**config.mk**
```make
export PLATFORM = sky130hd
export DESIGN_NAME = dfi_protocol_monitor
export DESIGN_NICKNAME = d
export VERILOG_FILES = /design/src/rtl/dfi_protocol_monitor.sv
export SDC_FILE = /design/constraint.sdc
export NUM_CORES = 1
export LEC_CHECK = 0
export ABC_AREA = 1
export ABC_CLOCK_PERIOD_IN_PS = 10300
export BUFFER_PORTS_ARGS = -buffer_cell sky130_fd_sc_hd__buf_2
export CAP_MARGIN = 10
export CORE_UTILIZATION = 30
export CTS_CLUSTER_DIAMETER = 40
export DETAILED_ROUTE_END_ITERATION = 6
export PLACE_DENSITY_LB_ADDON = 0.1
export SYNTH_ARGS = -nofsm -noshare
export SYNTH_HDL_FRONTEND = slang
export SYNTH_SLANG_ARGS = --single-unit
```
**constraint.sdc**
```tcl
create_clock -name clk -period 10.3 [get_ports clk]
set_input_delay 2.06 -clock clk [delete_from_list [all_inputs] [get_ports clk]]
set_output_delay 2.06 -clock clk [all_outputs]
set_load 0.01 [all_outputs]
```
**src/rtl/dfi_protocol_monitor.sv**
```systemverilog
// rtl/dfi_protocol_monitor.sv - passive DFI protocol checker with sticky error flags
// Define DFI_MON_CNT_EN to add saturating WR/RD/ctrlupd-grant counters.
module dfi_protocol_monitor #(
  parameter int NUM_RANKS     = 4,
  parameter int NUM_SLICES    = 4,
  parameter int ADDR_WIDTH    = 16,
  parameter int BANK_WIDTH    = 3,
  parameter int TPHY_WRLAT    = 4,
  parameter int TRDDATA_EN    = 4,
  parameter int TPHY_RDLAT    = 16,
  parameter int TCTRLUPD_MAX  = 64,
  parameter int RD_FIFO_DEPTH = 8
) (
  input  logic                  clk,
  input  logic                  reset_n,
  input  logic [ADDR_WIDTH-1:0] dfi_address,
  input  logic [BANK_WIDTH-1:0] dfi_bank,
  input  logic [NUM_RANKS-1:0]  dfi_cs_n,
  input  logic                  dfi_ras_n,
  input  logic                  dfi_cas_n,
  input  logic                  dfi_we_n,
  input  logic [NUM_SLICES-1:0] dfi_wrdata_en,
  input  logic [NUM_SLICES-1:0] dfi_rddata_en,
  input  logic                  dfi_rddata_valid,
  input  logic                  dfi_ctrlupd_req,
  input  logic                  dfi_ctrlupd_ack,
  input  logic                  dfi_init_complete,
  input  logic                  clr_err,
`ifdef DFI_MON_CNT_EN
  output logic [31:0]           wr_cmd_cnt,
  output logic [31:0]           rd_cmd_cnt,
  output logic [31:0]           ctrlupd_cnt,
`endif
  output logic [6:0]            err_vec,
  output logic                  err_any,
  output logic [2:0]            first_err
);

  localparam int PW = $clog2(RD_FIFO_DEPTH);
  localparam int TW = $clog2(TCTRLUPD_MAX + 1);
  localparam logic [PW:0]   CNT_FULL = (PW+1)'(RD_FIFO_DEPTH);
  localparam logic [7:0]    RDLAT8   = 8'(TPHY_RDLAT);
  localparam logic [TW-1:0] UPD_MAX  = TW'(TCTRLUPD_MAX);
  localparam logic [TW-1:0] UPD_LAST = TW'(TCTRLUPD_MAX - 1);

  typedef enum logic [1:0] {UPD_IDLE, UPD_REQ, UPD_ACK} upd_state_e;

  logic [NUM_RANKS-1:0]  cs_act;
  logic                  non_nop, wr_cmd, rd_cmd, multi_cs;
  logic [TPHY_WRLAT-1:0] wr_sr_q, wr_sr_d;
  logic [TRDDATA_EN-1:0] rd_sr_q, rd_sr_d;
  logic [7:0]            now_q, age;
  logic [7:0]            fifo_q [RD_FIFO_DEPTH];
  logic [PW-1:0]         wr_ptr_q, rd_ptr_q;
  logic [PW:0]           cnt_q, cnt_d;
  logic                  push, pop, empty, full, timeout, enq, deq, underflow, overflow;
  upd_state_e            upd_state_q;
  logic [TW-1:0]         upd_timer_q;
  logic                  upd_err;
  logic [6:0]            new_err, err_vec_q, err_vec_d;
  logic [2:0]            first_err_q, first_err_d, low_idx;
  logic                  unused_ok;

  assign unused_ok = ^{dfi_address, dfi_bank};

  always_comb begin
    cs_act   = ~dfi_cs_n;
    non_nop  = (|cs_act) && !(dfi_ras_n && dfi_cas_n && dfi_we_n);
    wr_cmd   = (|cs_act) && dfi_ras_n && !dfi_cas_n && !dfi_we_n;
    rd_cmd   = (|cs_act) && dfi_ras_n && !dfi_cas_n && dfi_we_n;
    multi_cs = (cs_act & (cs_act - NUM_RANKS'(1))) != '0;
    wr_sr_d  = (wr_sr_q << 1) | TPHY_WRLAT'(wr_cmd);
    rd_sr_d  = (rd_sr_q << 1) | TRDDATA_EN'(rd_cmd);
  end

  // Read-burst timestamps: a timed-out head is dropped, and a same-cycle valid retires that entry.
  always_comb begin
    push      = |dfi_rddata_en;
    pop       = dfi_rddata_valid;
    empty     = (cnt_q == '0);
    full      = (cnt_q == CNT_FULL);
    age       = now_q - fifo_q[rd_ptr_q];
    timeout   = !empty && (age > RDLAT8);
    deq       = !empty && (pop || timeout);
    enq       = push && !(full && !deq) && !(empty && pop);
    underflow = pop && empty && !push;
    overflow  = push && full && !deq;
    cnt_d     = cnt_q + {{PW{1'b0}}, enq} - {{PW{1'b0}}, deq};
  end

  always_ff @(posedge clk or negedge reset_n) begin
    if (!reset_n) begin
      wr_sr_q  <= '0;
      rd_sr_q  <= '0;
      now_q    <= '0;
      wr_ptr_q <= '0;
      rd_ptr_q <= '0;
      cnt_q    <= '0;
      for (int i = 0; i < RD_FIFO_DEPTH; i++) fifo_q[i] <= '0;
    end else begin
      wr_sr_q <= wr_sr_d;
      rd_sr_q <= rd_sr_d;
      now_q   <= now_q + 8'd1;
      cnt_q   <= cnt_d;
      if (enq) begin
        fifo_q[wr_ptr_q] <= now_q;
        wr_ptr_q         <= wr_ptr_q + 1'b1;
      end
      if (deq) rd_ptr_q <= rd_ptr_q + 1'b1;
    end
  end

  always_ff @(posedge clk or negedge reset_n) begin
    if (!reset_n) begin
      upd_state_q <= UPD_IDLE;
      upd_timer_q <= '0;
    end else begin
      case (upd_state_q)
        UPD_IDLE: begin
          upd_timer_q <= '0;
          if (dfi_ctrlupd_req) upd_state_q <= UPD_REQ;
        end
        UPD_REQ: begin
          if (!dfi_ctrlupd_req)     upd_state_q <= UPD_IDLE;
          else if (dfi_ctrlupd_ack) upd_state_q <= UPD_ACK;
        end
        UPD_ACK: if (!dfi_ctrlupd_req) upd_state_q <= UPD_IDLE;
        default: upd_state_q <= UPD_IDLE;
      endcase
      if (upd_state_q != UPD_IDLE && upd_timer_q != UPD_MAX)
        upd_timer_q <= upd_timer_q + 1'b1;
    end
  end

  always_comb begin
    upd_err = 1'b0;
    if (upd_state_q == UPD_IDLE) upd_err = dfi_ctrlupd_ack;
    else if (upd_timer_q == UPD_LAST) upd_err = 1'b1;

    new_err = {non_nop && (multi_cs || !dfi_init_complete),
               upd_err,
               timeout,
               underflow || overflow,
               rd_sr_q[TRDDATA_EN-1] != (|dfi_rddata_en),
               (|dfi_wrdata_en) && !(&dfi_wrdata_en),
               wr_sr_q[TPHY_WRLAT-1] != (|dfi_wrdata_en)};

    low_idx = 3'd0;
    for (int i = 6; i >= 0; i--) if (new_err[i]) low_idx = 3'(i);

    err_vec_d   = (clr_err ? 7'd0 : err_vec_q) | new_err;
    first_err_d = clr_err ? 3'd0 : first_err_q;
    if ((clr_err || err_vec_q == '0) && new_err != '0) first_err_d = low_idx;
  end

  always_ff @(posedge clk or negedge reset_n) begin
    if (!reset_n) begin
      err_vec_q   <= '0;
      first_err_q <= '0;
    end else begin
      err_vec_q   <= err_vec_d;
      first_err_q <= first_err_d;
    end
  end

  assign err_vec   = err_vec_q;
  assign err_any   = |err_vec_q;
  assign first_err = first_err_q;

`ifdef DFI_MON_CNT_EN
  logic [31:0] wr_cnt_q, rd_cnt_q, upd_cnt_q;
  logic        upd_grant;

  assign upd_grant = (upd_state_q == UPD_REQ) && dfi_ctrlupd_req && dfi_ctrlupd_ack;

  always_ff @(posedge clk or negedge reset_n) begin
    if (!reset_n) begin
      wr_cnt_q  <= '0;
      rd_cnt_q  <= '0;
      upd_cnt_q <= '0;
    end else begin
      if (wr_cmd && wr_cnt_q != '1)     wr_cnt_q  <= wr_cnt_q + 32'd1;
      if (rd_cmd && rd_cnt_q != '1)     rd_cnt_q  <= rd_cnt_q + 32'd1;
      if (upd_grant && upd_cnt_q != '1) upd_cnt_q <= upd_cnt_q + 32'd1;
    end
  end

  assign wr_cmd_cnt  = wr_cnt_q;
  assign rd_cmd_cnt  = rd_cnt_q;
  assign ctrlupd_cnt = upd_cnt_q;
`endif

endmodule

```
==> metrics.txt, run 1 <==
die area 19100 um^2; Post-synth EDFFs 0; Post-Route WL 13500 um; Core Footprint 18100 um^2; clock sinks ~110; number of global-route vias before repair 4404; Syn Area/Cell around 8.4 um^2; Initial Util a little over 30%; most numerous cell in the Yosys netlist nand2_1; Fill cells roughly 1.9k; Netlist Area Pre-Place between 5000 and 6000 um^2; DRC violations left 0; TritonCTS clock tree yes; WL per Instance 14.8 um; measured slew at the worst slew-check pin 0.884 ns; Final Max Slew Viols 0; Synth cell types 38; dpl cell area approximately 6000 um^2; hold_buf cts 0; Post-Synthesis Cells 661; Synth Flop Type dfrtp_1; Reg clk slew, reported paths 0.07 ns; Reg area 2730 um^2; port bufs 32; Crit-path slowest cell fa_1; CP required between 10 and 15 ns; power density cells a little under 300 nW/um^2; post_cts resized 0; Post-DRT Antenna Nets 0; cell area after layout 6160 um^2; Clock Skew just over 0.009 ns; Tmin final approximately 4.8 ns; status finished, final reports clean; ANT cells 0; layout net count 742; Hold Crit Class flip-flop to flip-flop; clk root buf clkbuf_16; worst-path fanout max 35; CTS H-tree lvls 3; Seq/Total Area, Yosys between 40% and 50%; area leader, netlist dfrtp_1; CP endpoint kind flip-flop; top cells by count, synth 161 x nand2_1, 109 x dfrtp_1, 77 x o21ai_0; total number of vias roughly 4.4k; first-pass GRT wire length 22600 um; First-pass DRT Iterations 4; Post-Syn Nets 722; multi-input logic area between 2000 and 2500 um^2; total clock buffers created by CTS 9; final hold violation count 0; share of the synthesized area in the top cell type between 40% and 50%; r2r worst-path depth 26; FMAX about 210 MHz; Worst setup SP type flip-flop; detailed-route vias per instance around 4.8; maximum clock insertion buffer count 2; # IOs 52; Clock Latency Late Sink ~0.36 ns; RSZ-0062 raised after global routing no; normalized max-slew margin around two fifths; grt ovf 0; CP arrival 5.02 ns; largest net degree at the start of global routing 69; RR Endpoint cnt_q[2]$_DFF_PN0_; FF-to-FF Start rd_ptr_q[0]$_DFFE_PN0P_; LEAKAGE 2.91 nW; Final setup violation count 0; FP Rows 49; number of max-cap violations 0; top post-synthesis cells by area dfrtp_1 49%, nand2_1 11%, o21ai_0 6.9%, inv_1 4.8%, nand3_1 4.1%; Final Hold Slack roughly 0.35 ns; drt first-iter violations roughly 270; DP HPWL between 8000 and 9000 um; Synth Register Bits roughly 110; kind of critical path flip-flop to flip-flop; total power 0.00179 W; final period utilization roughly 46%; FF-to-FF setup slack roughly 5.5 ns; Worst Hold Launch wr_sr_q[0]$_DFF_PN0_; Setup Fix Bufs, Post-CTS 0; gr usage total between 15 and 20%; Worst IR Drop VDD 0.0000906 V; setup TNS 0 ns; Layout Utilization approximately a third; layout cells sized above 1 9.65%; Syn. warnings 0; CP peak stage delay about 0.43 ns; Worst Hold Depth 0; Async S/R FF share, synth between 90% and 100%; initial antenna violation count 0; Placer Congestion between 0.7 and 0.8; area grow syn2layout 10.6%; die height approximately 140 um; Die X around 140 um; worst hold endpoint wr_sr_q[1]$_DFF_PN0_
[through the flow]
stage          std cells  setup WS, ns
2_1_floorplan        661          6.00
3_3_place_gp         899          5.51
3_5_place_dp         899          5.47
4_1_cts              913          5.46
5_1_grt              913          5.08
6_report             913          5.53
[worst max path at each step]
stage / slack, ns / startpoint / end / cells after the start
after global routing: 5.08 / rd_ptr_q[0]$_DFFE_PN0P_ / cnt_q[2]$_DFF_PN0_ / 26
final: 5.53 / rd_ptr_q[0]$_DFFE_PN0P_ / cnt_q[2]$_DFF_PN0_ / 26
after floorplan: 6.00 / rd_ptr_q[0]$_DFFE_PN0P_ / cnt_q[2]$_DFF_PN0_ / 27
after detailed placement: 5.47 / rd_ptr_q[0]$_DFFE_PN0P_ / cnt_q[2]$_DFF_PN0_ / 26
after global placement: 5.51 / rd_ptr_q[0]$_DFFE_PN0P_ / cnt_q[2]$_DFF_PN0_ / 26
after CTS: 5.46 / rd_ptr_q[0]$_DFFE_PN0P_ / cnt_q[2]$_DFF_PN0_ / 26
[kinds of logic (layout without fill, tap and decap cells)]
| logic type | after synthesis | in the layout | synth area share (%) |
|---|---|---|---|
| and+or+nand+nor | 264 | 264 | 21.2 |
| AOI/OAI and AO/OA | 149 | 149 | 14.5 |
| DFF | 109 | 109 | 48.9 |
| buffers and inverters | 102 | 125 | 7.77 |
| adders and majority gates | 20 | 20 | 4.76 |
| xor gates and xnor gates | 17 | 17 | 2.81 |
[sequential cells by signal, summed over array words and instances (netlist names), 3 cells and up]
signal,count
err_vec,7
upd_timer_q,7
wr_sr_q,4
first_err,3
rd_sr_q,4
rd_ptr_q,3
wr_ptr_q,3
cnt_q,4
fifo_q,64
now_q,8
[cell type report]
class / instances / share of cell area (%)
clock inverter: 1 / 0.122
timing repair buffer: 35 / 3.00
clock buffer: 13 / 4.22
sequential: 109 / 44.2
inverter: 76 / 4.63
tap: 229 / 4.65
multi-input combinational: 450 / 39.1
[worst max-delay path: cells and delay by family, from the launching register on]
family | cells | cell delay (ns)
adders and majority gates | 5 | 1.44
and+or+nand+nor | 11 | 1.19
buffers and inverters | 5 | 0.89
AOI/OAI and AO/OA | 3 | 0.48
DFF | 1 | 0.32
xor gates and xnor gates | 2 | 0.31
[cells in the final DEF (no fill, tap or decap), types with 3 or more instances in the layout]
cell / instances
nand2_1: 161
o21ai_0: 77
nand3_1: 46
o21a_1: 20
buf_4: 4
ha_1: 18
xor2_1: 14
inv_2: 4
nor4_1: 3
nand4_1: 12
nor2_1: 19
nor2_4: 4
clkbuf_16: 9
dfrtp_1: 109
inv_1: 71
buf_2: 31
nor3_1: 4
a21oi_1: 39
o21ai_1: 8
nor2_2: 4
[power breakdown]
group	switching (W)	total [W]	internal, W	leakage [nW]
sequential	0.0000675	0.000633	0.000566	1.33
combinational	0.000526	0.000824	0.000298	1.45
clock	0.000154	0.000329	0.000175	0.128
total	0.000748	0.00179	0.00104	2.91
[layer usage]
layer / vias to the layer above / track usage [%] / share of wire [%] / routed length (um)
li1: 2191 / - / - / -
met1: 2066 / 19.4 / 46 / 6200
met2: 87 / 26.1 / 47 / 6360
met3: 6 / 3.84 / 5.6 / 758
met4: 0 / 4.44 / 1.1 / 150
met5: - / 0 / 0 / 0
Power figures use the tool's default switching activity.
==> run 2: changes to the inputs <==
ABC_AREA = 0   (was 1)
ABC_CLOCK_PERIOD_IN_PS = 4600   (was 10300)
clock period = 4.6 ns   (was 10.3 ns; I/O delays follow)
==> run 2 against run 1 <==
Net effect:
- power grew 150%
- via count shrank 24%
- synthesized cell count shrank 38%
==> metrics.txt, run 2 <==
kind of critical path flip-flop to flip-flop; CP endpoint kind flip-flop; Worst setup SP type flip-flop; FF-to-FF setup slack about 0.17 ns; Synth Flop Type dfrtp_1; most numerous cell in the Yosys netlist dfrtp_1; gr usage total between 10% and 20%; die area 18900 um^2; layout net count 519; Synth cell types between 50 and 60; maximum clock insertion buffer count 2; Tmin final roughly 4.4 ns; CP arrival ~4.7 ns; Post-Route WL ~12000 um; detailed-route vias per instance around 4.8; number of max-cap violations 0; CP required roughly 4.8 ns; Layout Utilization between 30% and 40%; Post-Syn Nets ~470; CTS H-tree lvls 3; ANT cells 0; drt first-iter violations 178; Final Max Slew Viols 0; die height 138 um; Seq/Total Area, Yosys around half; Synth Register Bits 109; Reg clk slew, reported paths ~0.070 ns; Worst IR Drop VDD between 0.0004 and 0.0005 V; Crit-path slowest cell mux4_2; port bufs 32; Final setup violation count 0; RR Endpoint fifo_q[38]$_DFFE_PN0P_; Final Hold Slack 0.352 ns; Async S/R FF share, synth between 90% and 100%; register bank with the most flops fifo_q; max reg flops 64; Core Footprint roughly 18000 um^2; Post-DRT Antenna Nets 0; worst hold endpoint rd_sr_q[1]$_DFF_PN0_; clock sinks 109; area grow syn2layout 16.7%; Top Registers fifo_q (64), now_q (8); final hold violation count 0; RSZ-0062 raised after global routing yes; most common cell after layout, fill and taps aside dfrtp_1; critical path's most frequent cell buf_4; Syn Area/Cell about 13 um^2; cell area after layout approximately 6400 um^2; worst-path fanout max 11; final period utilization around 96%; first-pass GRT wire length 19500 um; most frequent cells in the layout 108 x dfrtp_1, 35 x mux2_2, 33 x mux2_4, 31 x buf_2, 21 x buf_4; Die X around 140 um; setup slack at placement -0.147 ns; area leader, netlist dfrtp_1; FMAX approximately 230 MHz; grt ovf 0; total clock buffers created by CTS 9; Syn. warnings 0; Hold Crit Class flip-flop to flip-flop; Post-Synthesis Cells 410; DP HPWL between 7000 and 8000 um; LEAKAGE between 2 and 3 nW; Fill cells between 1.5k and 2k; top post-synthesis cells by area dfrtp_1 49%, mux2_4 8.7%, mux2_2 7.3%, ha_1 4.1%, mux4_2 4.1%; Worst Hold Launch rd_sr_q[0]$_DFF_PN0_; Worst Hold Depth 0; Netlist Area Pre-Place 5520 um^2; FP Rows just under 50; Clock Latency Late Sink ~0.35 ns; top cells by count, synth 109 x dfrtp_1, 36 x mux2_2, 32 x mux2_4; DRC violations left 0; CP peak stage delay ~0.5 ns; TritonCTS clock tree yes; measured slew at the worst slew-check pin approximately 0.80 ns; First-pass DRT Iterations 4; # IOs 52; Clock Skew roughly 0.01 ns; status finished, final reports clean; Post-synth EDFFs 0; power density cells between 600 and 700 nW/um^2; share of the synthesized area in the top cell type between 40% and 50%; worst-path cell chain buf_8 -> buf_4 -> mux4_2 -> mux2i_2 -> ha_1 -> a21oi_1 -> nand2_1 -> o211a_1 -> or3b_4 -> a41oi_4 -> o21ai_2 -> buf_4 -> buf_4 -> or4b_4 -> buf_12 -> mux2_2; dpl cell area 6040 um^2; largest net degree at the start of global routing around 60; clk root buf clkbuf_16; WL per Instance ~17 um; Initial Util between 30 and 40%; number of global-route vias before repair between 3k and 4k; total power between 0.004 and 0.005 W; initial antenna violation count 0; normalized max-slew margin 46.8%; Placer Congestion 0.735; layout cells sized above 1 38.0%; final worst slack around 0.17 ns; r2r worst-path depth 16; FF-to-FF Start rd_ptr_q[0]$_DFFE_PN0P_; total number of vias about 3.3k
[run 2: kinds of logic after synthesis]
| kind of cell | count (synthesis) | share of synthesized area [%] |
|---|---|---|
| XOR/XNOR | 22 | 3.49 |
| adder cells (fa/ha/maj) | 21 | 4.99 |
| multiplexers | 93 | 24.6 |
| flip-flops | 109 | 49.4 |
| AND/OR/NAND/NOR | 79 | 8.17 |
| AO/OA/AOI/OAI | 41 | 5.26 |
| buffers and inverters | 45 | 4.01 |
[run 2: worst max-delay path by stage]
| stage | startpoint | endpoint | depth (start not counted) | slack, ns |
|---|---|---|---|---|
| final | rd_ptr_q[0]$_DFFE_PN0P_ | fifo_q[38]$_DFFE_PN0P_ | 16 | 0.17 |
| after global routing | rd_ptr_q[0]$_DFFE_PN0P_ | cnt_q[1]$_DFF_PN0_ | 17 | -0.04 |
| after CTS | rd_ptr_q[0]$_DFFE_PN0P_ | fifo_q[38]$_DFFE_PN0P_ | 15 | 0.0009 |
| after detailed placement | rd_ptr_q[0]$_DFFE_PN0P_ | cnt_q[2]$_DFF_PN0_ | 17 | -0.15 |
| after global placement | rd_ptr_q[0]$_DFFE_PN0P_ | cnt_q[2]$_DFF_PN0_ | 17 | -0.11 |
| after floorplan | rd_ptr_q[0]$_DFFE_PN0P_ | cnt_q[2]$_DFF_PN0_ | 18 | 0.16 |
[run 2: repair_timing]
item | 4_1_cts | 5_1_grt
resized for setup | 8 | 18
buffers inserted | 4 | 2
pin swaps | 4 | 8
hold buffers | 0 | 0
endpoints found under the setup margin | 17 | 67
[run 2: final cells by class]
| cell class | instances | area (um^2) | share of cell area (%) |
|---|---|---|---|
| clock buffers | 12 | 246 | 3.83 |
| clock inverters | 4 | 32.5 | 0.505 |
| inverters | 23 | 86.3 | 1.34 |
| multi-input cells | 256 | 2630 | 40.8 |
| flip-flops and latches | 109 | 2730 | 42.4 |
| well taps | 229 | 287 | 4.45 |
| repair buffers | 59 | 430 | 6.68 |
[run 2: power by group]
group / switching, W / internal [W]
sequential: 0.000187 / 0.00124
combinational: 0.000957 / 0.00126
clock: 0.000359 / 0.000386
total: 0.00150 / 0.00289
[run 2: per-layer routing]
metal	vias to the layer above	share of wire (%)	track usage, %
met1	1711	49	18.5
met3	11	1.7	2.98
met4	0	1.4	4.95
met5	-	0	0
met2	21	48	22.6
li1	1572	-	-
[run 2: critical path: cells and delay by family (launching register included)]
family / cells / cell delay, ns
buf+inv: 5 / 0.75
simple gates: 3 / 1.02
compound gates: 4 / 0.79
mux: 3 / 0.97
flops: 1 / 0.48
fa+ha+maj: 1 / 0.32
[run 2: stage by stage]
step                      TNS [ns]  std cells
after global routing       -0.0397        692
after detailed placement    -0.418        670
after floorplan                  0        410
final                            0        692
after global placement      -0.291        670
after CTS                        0        690
==> run 3: changes to the inputs <==
CELL_PAD_IN_SITES_DETAIL_PLACEMENT = 0   (was unset)
CELL_PAD_IN_SITES_GLOBAL_PLACEMENT = 2   (was unset)
==> run 3 against run 2 <==
Net effect:
- power rose by 0.51%
- clock skew is 0.0028 ns lower
- sequential power about the same
- combinational power about the same
- count of clock-buffer cells in the layout did not move
- non-clock buffer count is 7 lower
- via count down 2.3%
- maximum frequency up 0.84%
- setup slack gained 0.037 ns
- global-route usage shrank 0.13 points
- critical path depth shrank 1
==> metrics.txt, run 3 (synthesized netlist as in run 2, its figures left out) <==
Core Footprint 18000 um^2; status finished, final reports clean; initial antenna violation count 0; Buffers & Inverters on Critical Path 4; Clock Latency Late Sink around 0.35 ns; total clock buffers created by CTS 9; final period utilization 95.6%; CP peak stage delay 0.53 ns; clk root buf clkbuf_16; Worst setup SP type flip-flop; Post-DRT Antenna Nets 0; Final Max Slew Viols 0; max reg flops between 60 and 70; TritonCTS clock tree yes; CP required 4.83 ns; Post-Route WL about 12000 um; CP endpoint kind flip-flop; Final setup violation count 0; Hold Crit Class flip-flop to flip-flop; clock sinks 109; LEAKAGE between 2 and 3 nW; die area 18900 um^2; # IOs between 50 and 60; FMAX roughly 230 MHz; most common cell after layout, fill and taps aside dfrtp_1; number of global-route vias before repair 3442; number of max-cap violations 0; normalized max-slew margin about three fifths; CP delay by family, top simple AND/OR/NAND/NOR gates; setup slack at placement ~0.039 ns; hold_buf cts 0; Top Registers fifo_q (64), now_q (8); critical path's most frequent cell buf_4; dpl cell area around 6000 um^2; DRC violations left 0; CP arrival 4.63 ns; Die X 138 um; WL per Instance between 15 and 20 um; total number of vias about 3.2k; layout cells sized above 1 roughly 37%; CP Depth 15; power density cells between 600 and 700 nW/um^2; CTS H-tree lvls 3; Worst IR Drop VDD 0.000312 V; FP Rows slightly below 50; worst-path fanout max 11; detailed-route vias per instance approximately 4.7; most frequent cells in the layout 108 x dfrtp_1, 35 x mux2_2, 33 x mux2_4, 31 x buf_2, 20 x inv_1; drt first-iter violations between 100 and 150; DP HPWL a little under 8000 um; port bufs 32; area grow syn2layout 16.9%; Reg clk slew, reported paths ~0.070 ns; Clock Skew 0.00749 ns; r2r worst-path depth 15; First-pass DRT Iterations 4; grt ovf 0; final worst slack roughly 0.2 ns; Layout Utilization a little over a third; first-pass GRT wire length approximately 19000 um; Crit-path slowest cell mux4_2; die height approximately 140 um; measured slew at the worst slew-check pin 0.608 ns; register bank with the most flops fifo_q; final hold violation count 0; kind of critical path flip-flop to flip-flop; gr usage total approximately 14%; maximum clock insertion buffer count 2; worst-path cell chain buf_8 -> mux4_2 -> mux2i_4 -> ha_1 -> nor2b_1 -> o2111a_1 -> o211a_1 -> or3b_1 -> a41oi_4 -> o21ai_2 -> buf_4 -> buf_4 -> or4b_1 -> buf_6 -> mux2_2; Tmin final ~4.4 ns; cell area after layout roughly 6400 um^2; ANT cells 0; Placer Congestion between 0.6 and 0.7; layout net count 512; Initial Util 30.7%; Worst Hold Depth 0; largest net degree at the start of global routing 110
-- run 3: per-layer routing --
layer / GRT usage (%) / up-vias / routed length (um)
li1: - / 1557 / -
met1: 18.9 / 1661 / 5820
met2: 22.1 / 14 / 5680
met3: 2.76 / 7 / 270
met4: 4.21 / 0 / 106
met5: 0 / - / 0
-- run 3: through the flow --
step	hold WS [ns]	setup TNS [ns]	power (W)	cells
final	0.352	0	0.00441	684
after floorplan	0.331	0	0.00288	410
after global routing	0.364	-0.110	0.00475	684
after global placement	0.338	0	0.00339	665
after detailed placement	0.337	0	0.00342	665
after CTS	0.354	0	0.00426	680
-- run 3: area by class of cell --
class	count	area, um^2
clock buffers	12	267
clock inverters	3	43.8
fillers	1762	11500
inverters	23	86.3
multi-input cells	256	2660
flip-flops and latches	109	2730
well taps	229	287
repair buffers	52	378
-- run 3: what timing repair did --
action,in CTS,in global routing
endpoints found under the setup margin,0,23
buffers inserted,0,4
resized for setup,0,30
-- run 3: power breakdown --
part	internal, W	total (W)	leakage, nW	switching (W)
registers	0.00124	0.00142	1.33	0.000176
logic	0.00122	0.00218	1.47	0.000958
clock network	0.000464	0.000812	0.155	0.000348
-- run 3: path summary, 6_finish.rpt --
| kind | start | to | slack, ns |
|---|---|---|---|
| max | rd_ptr_q[0]$_DFFE_PN0P_ | fifo_q[44]$_DFFE_PN0P_ | 0.20 |
| min | rd_sr_q[0]$_DFF_PN0_ | rd_sr_q[1]$_DFF_PN0_ | 0.35 |
| max reg2reg | rd_ptr_q[0]$_DFFE_PN0P_ | fifo_q[44]$_DFFE_PN0P_ | 0.20 |
| min reg2reg | rd_sr_q[0]$_DFF_PN0_ | rd_sr_q[1]$_DFF_PN0_ | 0.35 |
| max in group asynchronous | reset_n | rd_ptr_q[0]$_DFFE_PN0P_ | 3.48 |
| min in group asynchronous | reset_n | fifo_q[59]$_DFFE_PN0P_ | 0.65 |
